==> src/rtl/shift_rows_stage.sv <==
// Registered AES ShiftRows / InvShiftRows stage with valid/ready handshakes
// and a two-entry output/skid buffer carrying a round tag with each state.
module shift_rows_stage #(
    parameter int TAG_W  = 4,
    parameter int INV_EN = 1
) (
    input  logic                   clk,
    input  logic                   reset,
    input  logic                   in_valid,
    output logic                   in_ready,
    input  logic [15:0][7:0]       state,
    input  logic [TAG_W-1:0]       in_round,
    input  logic                   inverse,
    output logic                   out_valid,
    input  logic                   out_ready,
    output logic [15:0][7:0]       newstate,
    output logic [TAG_W-1:0]       out_round,
    output logic [1:0]             occupancy
);

    typedef enum logic [1:0] {
        S_EMPTY = 2'd0,
        S_ONE   = 2'd1,
        S_FULL  = 2'd2
    } fsm_t;

    fsm_t               r_fsm;
    fsm_t               w_fsm_nxt;
    logic               r_in_ready;
    logic               r_out_valid;
    logic [1:0]         r_occ;
    logic [15:0][7:0]   r_out_data;
    logic [TAG_W-1:0]   r_out_tag;
    logic [15:0][7:0]   r_skd_data;
    logic [TAG_W-1:0]   r_skd_tag;

    logic               w_acc;
    logic               w_emit;
    logic               w_inv;
    logic               w_out_from_in;
    logic               w_out_from_skd;
    logic               w_skd_from_in;
    logic [15:0][7:0]   w_shifted;

    // Byte for row r, column c lives at index 15-4c-r.
    function automatic logic [15:0][7:0] shift_rows(input logic [15:0][7:0] s,
                                                    input logic inv);
        logic [15:0][7:0] o;
        int unsigned      src;
        o = '0;
        for (int unsigned r = 0; r < 4; r++) begin
            for (int unsigned c = 0; c < 4; c++) begin
                src = inv ? ((c + 4 - r) % 4) : ((c + r) % 4);
                o[15 - 4*c - r] = s[15 - 4*src - r];
            end
        end
        return o;
    endfunction

    assign w_inv     = (INV_EN != 0) && inverse;
    assign w_shifted = shift_rows(state, w_inv);
    assign w_acc     = in_valid && r_in_ready;
    assign w_emit    = r_out_valid && out_ready;

    // State register; handshake flags and occupancy are registered from the next state.
    always_ff @(posedge clk) begin
        if (reset) begin
            r_fsm       <= S_EMPTY;
            r_in_ready  <= 1'b1;
            r_out_valid <= 1'b0;
            r_occ       <= 2'd0;
        end else begin
            r_fsm       <= w_fsm_nxt;
            r_in_ready  <= (w_fsm_nxt != S_FULL);
            r_out_valid <= (w_fsm_nxt != S_EMPTY);
            case (w_fsm_nxt)
                S_EMPTY: r_occ <= 2'd0;
                S_ONE:   r_occ <= 2'd1;
                default: r_occ <= 2'd2;
            endcase
        end
    end

    always_comb begin
        w_fsm_nxt = r_fsm;
        case (r_fsm)
            S_EMPTY: if (w_acc) w_fsm_nxt = S_ONE;
            S_ONE: begin
                if (w_acc && !w_emit)      w_fsm_nxt = S_FULL;
                else if (w_emit && !w_acc) w_fsm_nxt = S_EMPTY;
            end
            S_FULL:  if (w_emit) w_fsm_nxt = S_ONE;
            default: w_fsm_nxt = S_EMPTY;
        endcase
    end

    always_comb begin
        w_out_from_in  = 1'b0;
        w_skd_from_in  = 1'b0;
        w_out_from_skd = 1'b0;
        case (r_fsm)
            S_EMPTY: w_out_from_in = w_acc;
            S_ONE: begin
                w_out_from_in = w_acc && w_emit;
                w_skd_from_in = w_acc && !w_emit;
            end
            S_FULL:  w_out_from_skd = w_emit;
            default: ;
        endcase
    end

    always_ff @(posedge clk) begin
        if (reset) begin
            r_out_data <= '0;
            r_out_tag  <= '0;
            r_skd_data <= '0;
            r_skd_tag  <= '0;
        end else begin
            if (w_out_from_in) begin
                r_out_data <= w_shifted;
                r_out_tag  <= in_round;
            end else if (w_out_from_skd) begin
                r_out_data <= r_skd_data;
                r_out_tag  <= r_skd_tag;
            end
            if (w_skd_from_in) begin
                r_skd_data <= w_shifted;
                r_skd_tag  <= in_round;
            end
        end
    end

    assign in_ready  = r_in_ready;
    assign out_valid = r_out_valid;
    assign occupancy = r_occ;
    assign newstate  = r_out_data;
    assign out_round = r_out_tag;

endmodule

==> config.mk <==
export PLATFORM = sky130hd
export DESIGN_NAME = shift_rows_stage
export DESIGN_NICKNAME = d
export VERILOG_FILES = /design/src/rtl/shift_rows_stage.sv
export SDC_FILE = /design/constraint.sdc
export NUM_CORES = 1
export LEC_CHECK = 0
export CAP_MARGIN = 10
export CORE_MARGIN = 5
export CORE_UTILIZATION = 54
export CTS_CLUSTER_SIZE = 16
export DETAILED_ROUTE_END_ITERATION = 6
export PLACE_DENSITY = 0.9
export SLEW_MARGIN = 20
export SYNTH_ARGS = -nofsm -noshare
export SYNTH_HDL_FRONTEND = slang
export SYNTH_SLANG_ARGS = --single-unit
==> constraint.sdc <==
create_clock -name clk -period 4.3 [get_ports clk]
set_input_delay 0.43 -clock clk [delete_from_list [all_inputs] [get_ports clk]]
set_output_delay 0.43 -clock clk [all_outputs]
set_load 0.01 [all_outputs]
After elaboration in Yosys (flattened, before gate mapping)
Index checks and enable logic that the tools add are counted.

Reduce and logical (&&, ||, !) cells: 11. Eq/ne operators: 4. Magnitude comparators: 8. Add/sub/neg operators: 12. Multiplexer cells: 33.

Operators by type and width (count): $bmux W8 S4 (8); $lt A32 B5 Y1 const B (8); $mux W128 (2); $sub A32 B1 Y32 const B (4); $mux W8 (8); $sub A5 B3 Y6 const B (4); $sub A4 B4 Y5 const A (4); $mux W2 (8); $mux W4 (2); $pmux W2 S3 (1); $logic_and A1 B1 Y1 (5); $eq A2 B1 Y1 const B (2); $logic_not A2 Y1 (2); $pmux W2 S2 (1); $reduce_bool A2 Y1 (2); $eq A2 B2 Y1 const B (1); $logic_not A1 Y1 (2); $mux W1 (2); $ne A2 B2 Y1 const B (1); $pmux W1 S2 (1).

Flip-flop bits (word level): 270. Logic and storage cells: 106.

Depth between registers and ports, before layout
Gate-level depths: netlist (run 1).

Depth after elaboration: 8. Mapped depth: 6. Depth with buffers taken out: 3.

Worst setup path before layout (run 1)
Ideal clock, no wire load.

Kind: reg-to-reg. Start: register r_out_valid (netlist: out_valid). End: register r_out_data, in the netlist newstate[112]. Cell stages (with the launch flop): 7. Setup time: 0.095 ns. Arrival time: 1.353 ns. Required time: 4.205 ns. Buffers on the path: 3. Period minus slack after synthesis: 1.448 ns. Setup slack: 2.852 ns. Path through: dfxtp_1 a21bo_1 buf_4 buf_6 buf_2 a22oi_1 a221oi_1.

Longest elaborated chain between the ends: 4.

Ends and longest elaborated chain: start, declared (RTL line 30) `logic r_out_valid;`; start signal, assigned (RTL line 75) `r_out_valid <= (w_fsm_nxt != S_EMPTY);`; $logic_and A1 B1 Y1 (*) (RTL line 63) `assign w_emit = r_out_valid && out_ready;`; $logic_and A1 B1 Y1 (RTL line 104) `w_out_from_in = w_acc && w_emit;`; $pmux W1 S2 (RTL line 101) `case (r_fsm)`; $mux W128 / $reduce_bool A2 Y1 (equally long branches); end signal, assigned (RTL line 120) `r_out_data <= w_shifted;`; end signal, assigned (RTL line 123) `r_out_data <= r_skd_data;`; end, declared (RTL line 32) `logic [15:0][7:0] r_out_data;`.

Every way passes the cells marked *; elsewhere a longest branch is shown, timed or not. A chain may end at the register's enable or synchronous reset.

==> results of run 1 <==
## worst max path at each step
stage | to | startpoint | cells after the start
after floorplan | newstate[112] | out_valid | 6
after global placement | newstate[96] | out_ready | 5
after detailed placement | newstate[101] | out_ready | 5
after CTS | newstate[34] | occupancy[1] | 4
after global routing | newstate[86] | occupancy[1] | 4
final | newstate[85] | occupancy[1] | 4
## metrics by stage
step                      cell area, um^2  total power [uW]
after floorplan                     11500              3740
after global placement              14000              4370
after detailed placement            14000              4400
after CTS                           15000              6840
after global routing                15000              7110
final                               15000              6830
## cells in the mapped netlist, types with 2 or more instances
cell | count | area share, %
nand2_1 | 203 | 6.6
nor3_1 | 68 | 3.0
a211oi_1 | 64 | 4.2
nor4bb_1 | 2 | 0.17
buf_6 | 2 | 0.20
mux2i_1 | 64 | 5.6
clkbuf_1 | 63 | 2.0
a311oi_1 | 68 | 5.2
o21ai_0 | 69 | 3.0
a22oi_1 | 64 | 4.2
dfxtp_1 | 269 | 47
a21oi_1 | 134 | 5.8
a21o_1 | 2 | 0.13
nand2b_1 | 2 | 0.11
buf_4 | 25 | 1.6
buf_2 | 69 | 3.0
a221oi_1 | 64 | 4.9
nand3_1 | 68 | 3.0
## metal layers
layer | global-route usage (%) | vias up
li1 | - | 5229
met1 | 39.0 | 5321
met2 | 42.4 | 632
met3 | 3.97 | 79
met4 | 7.69 | 0
met5 | 0 | -
## power breakdown
| part | switching, uW | internal, uW |
|---|---|---|
| Clock | 969 | 1480 |
| Sequential | 157 | 2750 |
| Combinational | 787 | 685 |
| Total | 1910 | 4920 |
## area by class of cell
| type | count | area [um^2] |
|---|---|---|
| well taps | 275 | 344 |
| clock inverters | 4 | 48.8 |
| clock buffers | 44 | 902 |
| fillers | 1507 | 6050 |
| repair buffers | 288 | 2910 |
| flip-flops and latches | 269 | 5390 |
| multi-input cells | 883 | 5380 |
| diodes | 1 | 2.50 |
## registers in the layout (all words and copies together), names as in the netlist
name / cells
newstate: 128
r_skd_data: 128
out_round: 4
r_skd_tag: 4
occupancy: 2
in_ready: 1
out_valid: 1
r_fsm: 1
## logic make-up (layout without fill, tap and decap cells)
kind of cell | count (synthesis) | in the layout | synth area share, %
and+or+nand+nor | 352 | 352 | 13.4
AOI/OAI and AO/OA | 467 | 467 | 27.5
muxes | 64 | 64 | 5.55
buffers and inverters | 160 | 336 | 6.90
other | 0 | 1 | 0
DFF | 269 | 269 | 46.7
## critical path, cell delays in order, from the launching register on
cell and delay, ns:
dfxtp_1 0.39, and3b_4 0.84, buf_12 0.40, a22oi_1 0.16, a221oi_1 0.35
==> reports/qor.csv, run 1 <==
metric,value,unit
status,"finished, final reports clean",
Hold Fails Final Rpt,0,
WL met2,16400,um
hold_sp,r_skd_data[114],
Die Y-Extent,156,um
power density cells,456,nW/um^2
first drt pass iteration count,5,
setup ws final,1.95,ns
Placed Cells,1715,
Die Wd,156,um
ANT nets after route,0,
Clock transition at path regs,0.06,ns
syn_area_per_cell,8.79,um^2
Final Non-Filler Cells,1764,
via count,11300,
initial antenna violation count,1,
Detailed Route WL,35300,um
Worst-Skew Late Latency,0.53,ns
setup repair after global routing missed its margin,false,
H-tree Lvls,1,
clk buf depth,3,
critical path startpoint category,register,
Mapped Area,11500,um^2
"commonest non-fill, non-tap cell in the layout",clkdlybuf4s50_1,
Max VDD drop,0.000326,V
leakage power,0.00510,uW
Worst Hold Path EP,newstate[114],
Cell variety after synth,30,
Routability Congestion,0.809,
first-pass GRT wire length,55600,um
Slew headroom,28.4,%
CTS Root Cell,clkbuf_16,
"Net Count, Synth",1449,
Final Critical Period,2.35,ns
share of cells above drive strength 1,4.70,%
fin nets,1607,
metal3 WL,3230,um
Hold Crit Depth,2,
post-synthesis sequential area ratio,46.7,%
"commonest non-fill, non-tap cells in the layout","clkdlybuf4s50_1 (270), dfxtp_1 (269), nand2_1 (203), a21oi_1 (134), o21ai_0 (69)",
PortBufs,272,
DR WL/cell,20.0,um
Worst Path Arrival,2.77,ns
Resized Gates After CTS,0,
hold_ws,0.472,ns
Setup WS pre-CTS,1.50,ns
Reg2Reg Depth,4,
DRT met1 WL,14800,um
Main synth FF type,dfxtp_1,
setup violators final,0,
Iter 0 DRT Violations,1249,
crit end category,register,
vias in the first global route,10400,
die footprint,24400,um^2
drt via density,6.38,
worst-margin pin slew,1.07,ns
Rows,53,
reg2reg start,occupancy[1],
initial core utilization,54.9,%
Top Layer Used,met4,
WS Path Type,reg2reg,
total track usage,27.0,%
Max Fanout on Critical Path,92,
TritonCTS buffer count,28,
Final Cycle Share,54.7,%
Post-synth EDFFs,0,
final core utilization,71.2,%
#FFs+latches synth,269,
synth warn,0,
Post-Synthesis Cells,1312,
Post-CTS Hold Buffers,0,
Num Clock Sinks,269,
largest net degree at the start of global routing,203,
R2R Path End,newstate[85],
CTS tree,yes,
IO Count,273,
"Setup Fix Bufs, Post-CTS",0,
Synth async-reset ratio,0,%
Worst Path Required,4.72,ns
Congestion Overflow GR,0,
P&R area growth vs syn,29.8,%
"setup slack, reg-to-reg",1.95,ns
skew final,0.00594,ns
core box area,21000,um^2
dpl hpwl,20900,um
Worst Hold Class,reg2reg,
fin. max-slew vios,0,
residual DRC count,0,
Max-Cap Viols,0,
setup TNS,0,ns
f_max,425,MHz
Note: power is estimated with default switching activity, not from simulation.
==> run 2, diff against run 1 <==
--- a/config.mk
+++ b/config.mk
@@ -7,10 +7,10 @@
 export LEC_CHECK = 0
 export CAP_MARGIN = 10
 export CORE_MARGIN = 5
-export CORE_UTILIZATION = 54
+export CORE_UTILIZATION = 50
 export CTS_CLUSTER_SIZE = 16
 export DETAILED_ROUTE_END_ITERATION = 6
-export PLACE_DENSITY = 0.9
+export PLACE_DENSITY = 0.84
 export SLEW_MARGIN = 20
 export SYNTH_ARGS = -nofsm -noshare
 export SYNTH_HDL_FRONTEND = slang
==> constraint.sdc (replaced) <==
create_clock -name clk -period 2.3 [get_ports clk]
set_input_delay 0.23 -clock clk [delete_from_list [all_inputs] [get_ports clk]]
set_output_delay 0.23 -clock clk [all_outputs]
set_load 0.01 [all_outputs]
==> run 2 against run 1 <==
Worst setup slack worse by 1.5 ns. Sequential share of layout area shrank 0.90 points. First-iteration DRC count down 7.9%. Wire length is 2.5% higher. Hold slack lost 0.18 ns. Global-route usage shrank 1.3 points.
==> reports/qor.csv, run 2 (synthesized netlist as in run 1, its figures left out) <==
metric,value,unit,change
status,"finished, final reports clean",,unchanged
first drt pass iteration count,5,,unchanged
setup TNS,0,ns,unchanged
"Setup Fix Bufs, Post-CTS",0,,unchanged
Psw,3640,uW,was 1910 uW
fin. max-slew vios,0,,unchanged
Worst path max stage delay,0.64,ns,was 0.84 ns
CTS tree,yes,,unchanged
vias in the first global route,10700,,was 10400
family with the most delay on the worst path,buffers and inverters,,was simple AND/OR/NAND/NOR gates
Final Critical Period,1.88,ns,
Setup WS pre-CTS,0.272,ns,was 1.50 ns
WP depth,1,,was 4
Die Y-Extent,162,um,was 156 um
Num Clock Sinks,269,,unchanged
Iter 0 DRT Violations,1150,,was 1249
die footprint,26200,um^2,was 24400 um^2
critical path startpoint category,register,,unchanged
H-tree Lvls,1,,unchanged
CTS Root Cell,clkbuf_16,,unchanged
total track usage,25.7,%,was 27.0%
flip-flop and latch area,5390,um^2,unchanged
clk buf depth,3,,unchanged
switching fraction of total power,28.3,%,was 28.0%
dpl hpwl,22700,um,was 20900 um
Reg2Reg Depth,4,,unchanged
worst path bufs/invs,1,,unchanged
WS Path Type,reg2out,,was reg2reg
Hold Crit Depth,3,,was 2
Hold Fails Final Rpt,0,,unchanged
Worst Hold Class,in2reg,,was reg2reg
share of cells above drive strength 1,6.14,%,was 4.70%
core box area,22700,um^2,was 21000 um^2
Clock transition at path regs,0.06,ns,about the same
via count,11400,,was 11300
Max-Cap Viols,0,,unchanged
power density cells,837,nW/um^2,was 456 nW/um^2
residual DRC count,0,,unchanged
crit end category,output pin,,was register
ANT nets after route,0,,unchanged
"Critical Path, Cell by Cell",clkdlybuf4s50_1,,was and3b_4 > buf_12 > a22oi_1 > a221oi_1
Comb power frac,22.6,%,was 21.6%
setup violators final,0,,unchanged
initial core utilization,50.8,%,was 54.9%
TritonCTS buffer count,28,,unchanged
DR WL/cell,20.1,um,was 20.0 um
f_max,531,MHz,
P&R area growth vs syn,33.1,%,was 29.8%
CP max stage cell,clkdlybuf4s50_1,,was and3b_4
worst-margin pin slew,0.806,ns,was 1.07 ns
Worst-Skew Late Latency,0.52,ns,was 0.53 ns
Max VDD drop,0.000489,V,was 0.000326 V
Post-CTS Hold Buffers,0,,unchanged
initial antenna violation count,1,,unchanged
Routability Congestion,0.805,,was 0.809
drt via density,6.32,,was 6.38
Resized Gates After CTS,0,,unchanged
Worst Path Required,2.07,ns,was 4.72 ns
sequential share of power,42.3,%,was 42.5%
Rows,55,,was 53
area of the multi-input gates,5380,um^2,unchanged
skew final,0.00933,ns,was 0.00594 ns
fin nets,1630,,was 1607
leakage power,0.00528,uW,was 0.00510 uW
setup ws final,0.416,ns,was 1.95 ns
largest net degree at the start of global routing,114,,was 203
clock network fraction of total power,35.1,%,was 35.9%
Final Cycle Share,81.9,%,
"commonest non-fill, non-tap cells in the layout","clkdlybuf4s50_1 (270), dfxtp_1 (269), nand2_1 (203), a21oi_1 (134), o21ai_0 (69)",,unchanged
Detailed Route WL,36200,um,was 35300 um
Slew headroom,46.3,%,was 28.4%
setup repair after global routing missed its margin,false,,unchanged
IO Count,273,,unchanged
Congestion Overflow GR,0,,unchanged
Worst Path Arrival,1.65,ns,was 2.77 ns
fill count,1773,,was 1507
P_int,9220,uW,was 4920 uW
Max Fanout on Critical Path,6,,was 92
first-pass GRT wire length,56900,um,was 55600 um
Die Wd,162,um,was 156 um
PortBufs,272,,unchanged
"commonest non-fill, non-tap cell in the layout",clkdlybuf4s50_1,,unchanged
## run 2: path summary, 6_finish.rpt
kind	endpoint	from	slack, ns
max reg2reg	newstate[52]	occupancy[1]	0.49
min	r_skd_data[15]	state[79]	0.30
max	out_valid	out_valid	0.42
min reg2reg	newstate[32]	r_skd_data[32]	0.46
## run 2: routing by layer
metal  vias to the layer above  wire [um]  global-route usage (%)
met5                         -          0                       0
met4                         0        971                    7.38
met3                        62       3300                    5.00
met2                       594      17000                    41.7
met1                      5450      14900                    35.0
li1                       5271          -                       -
## run 2: worst reg2reg max path, cell delays in order (launching register included)
cell,delay [ns]
dfxtp_1,0.38
and3b_4,0.43
buf_12,0.29
a22oi_1,0.21
a221oi_1,0.39
## run 2: layout make-up
cell class	count	area share, %
timing repair buffer	311	21.5
clock inverter	11	0.709
tap	285	2.32
multi-input combinational	883	35.1
clock buffer	40	5.32
antenna	1	0.0163
sequential	269	35.1
## run 2: power by group through the flow
stage,clock network [uW],logic [uW],registers (uW)
after global routing,4780,3140,5480
after floorplan,0,1410,5590
final,4520,2910,5440
after global placement,0,2820,5510
after CTS,4590,2900,5430
after detailed placement,0,2880,5520
## run 2: metrics by stage
| stage | cells | area, um^2 | util (%) | hold WS, ns | power, uW |
|---|---|---|---|---|---|
| after global routing | 1800 | 15400 | 67.6 | 0.301 | 13400 |
| after floorplan | 1312 | 11500 | - | 0.378 | 7000 |
| after global placement | 1748 | 14400 | 63.5 | 0.458 | 8330 |
| after detailed placement | 1748 | 14400 | 63.5 | 0.462 | 8400 |
| final | 1800 | 15400 | 67.6 | 0.297 | 12900 |
| after CTS | 1799 | 15400 | 67.6 | 0.279 | 12900 |
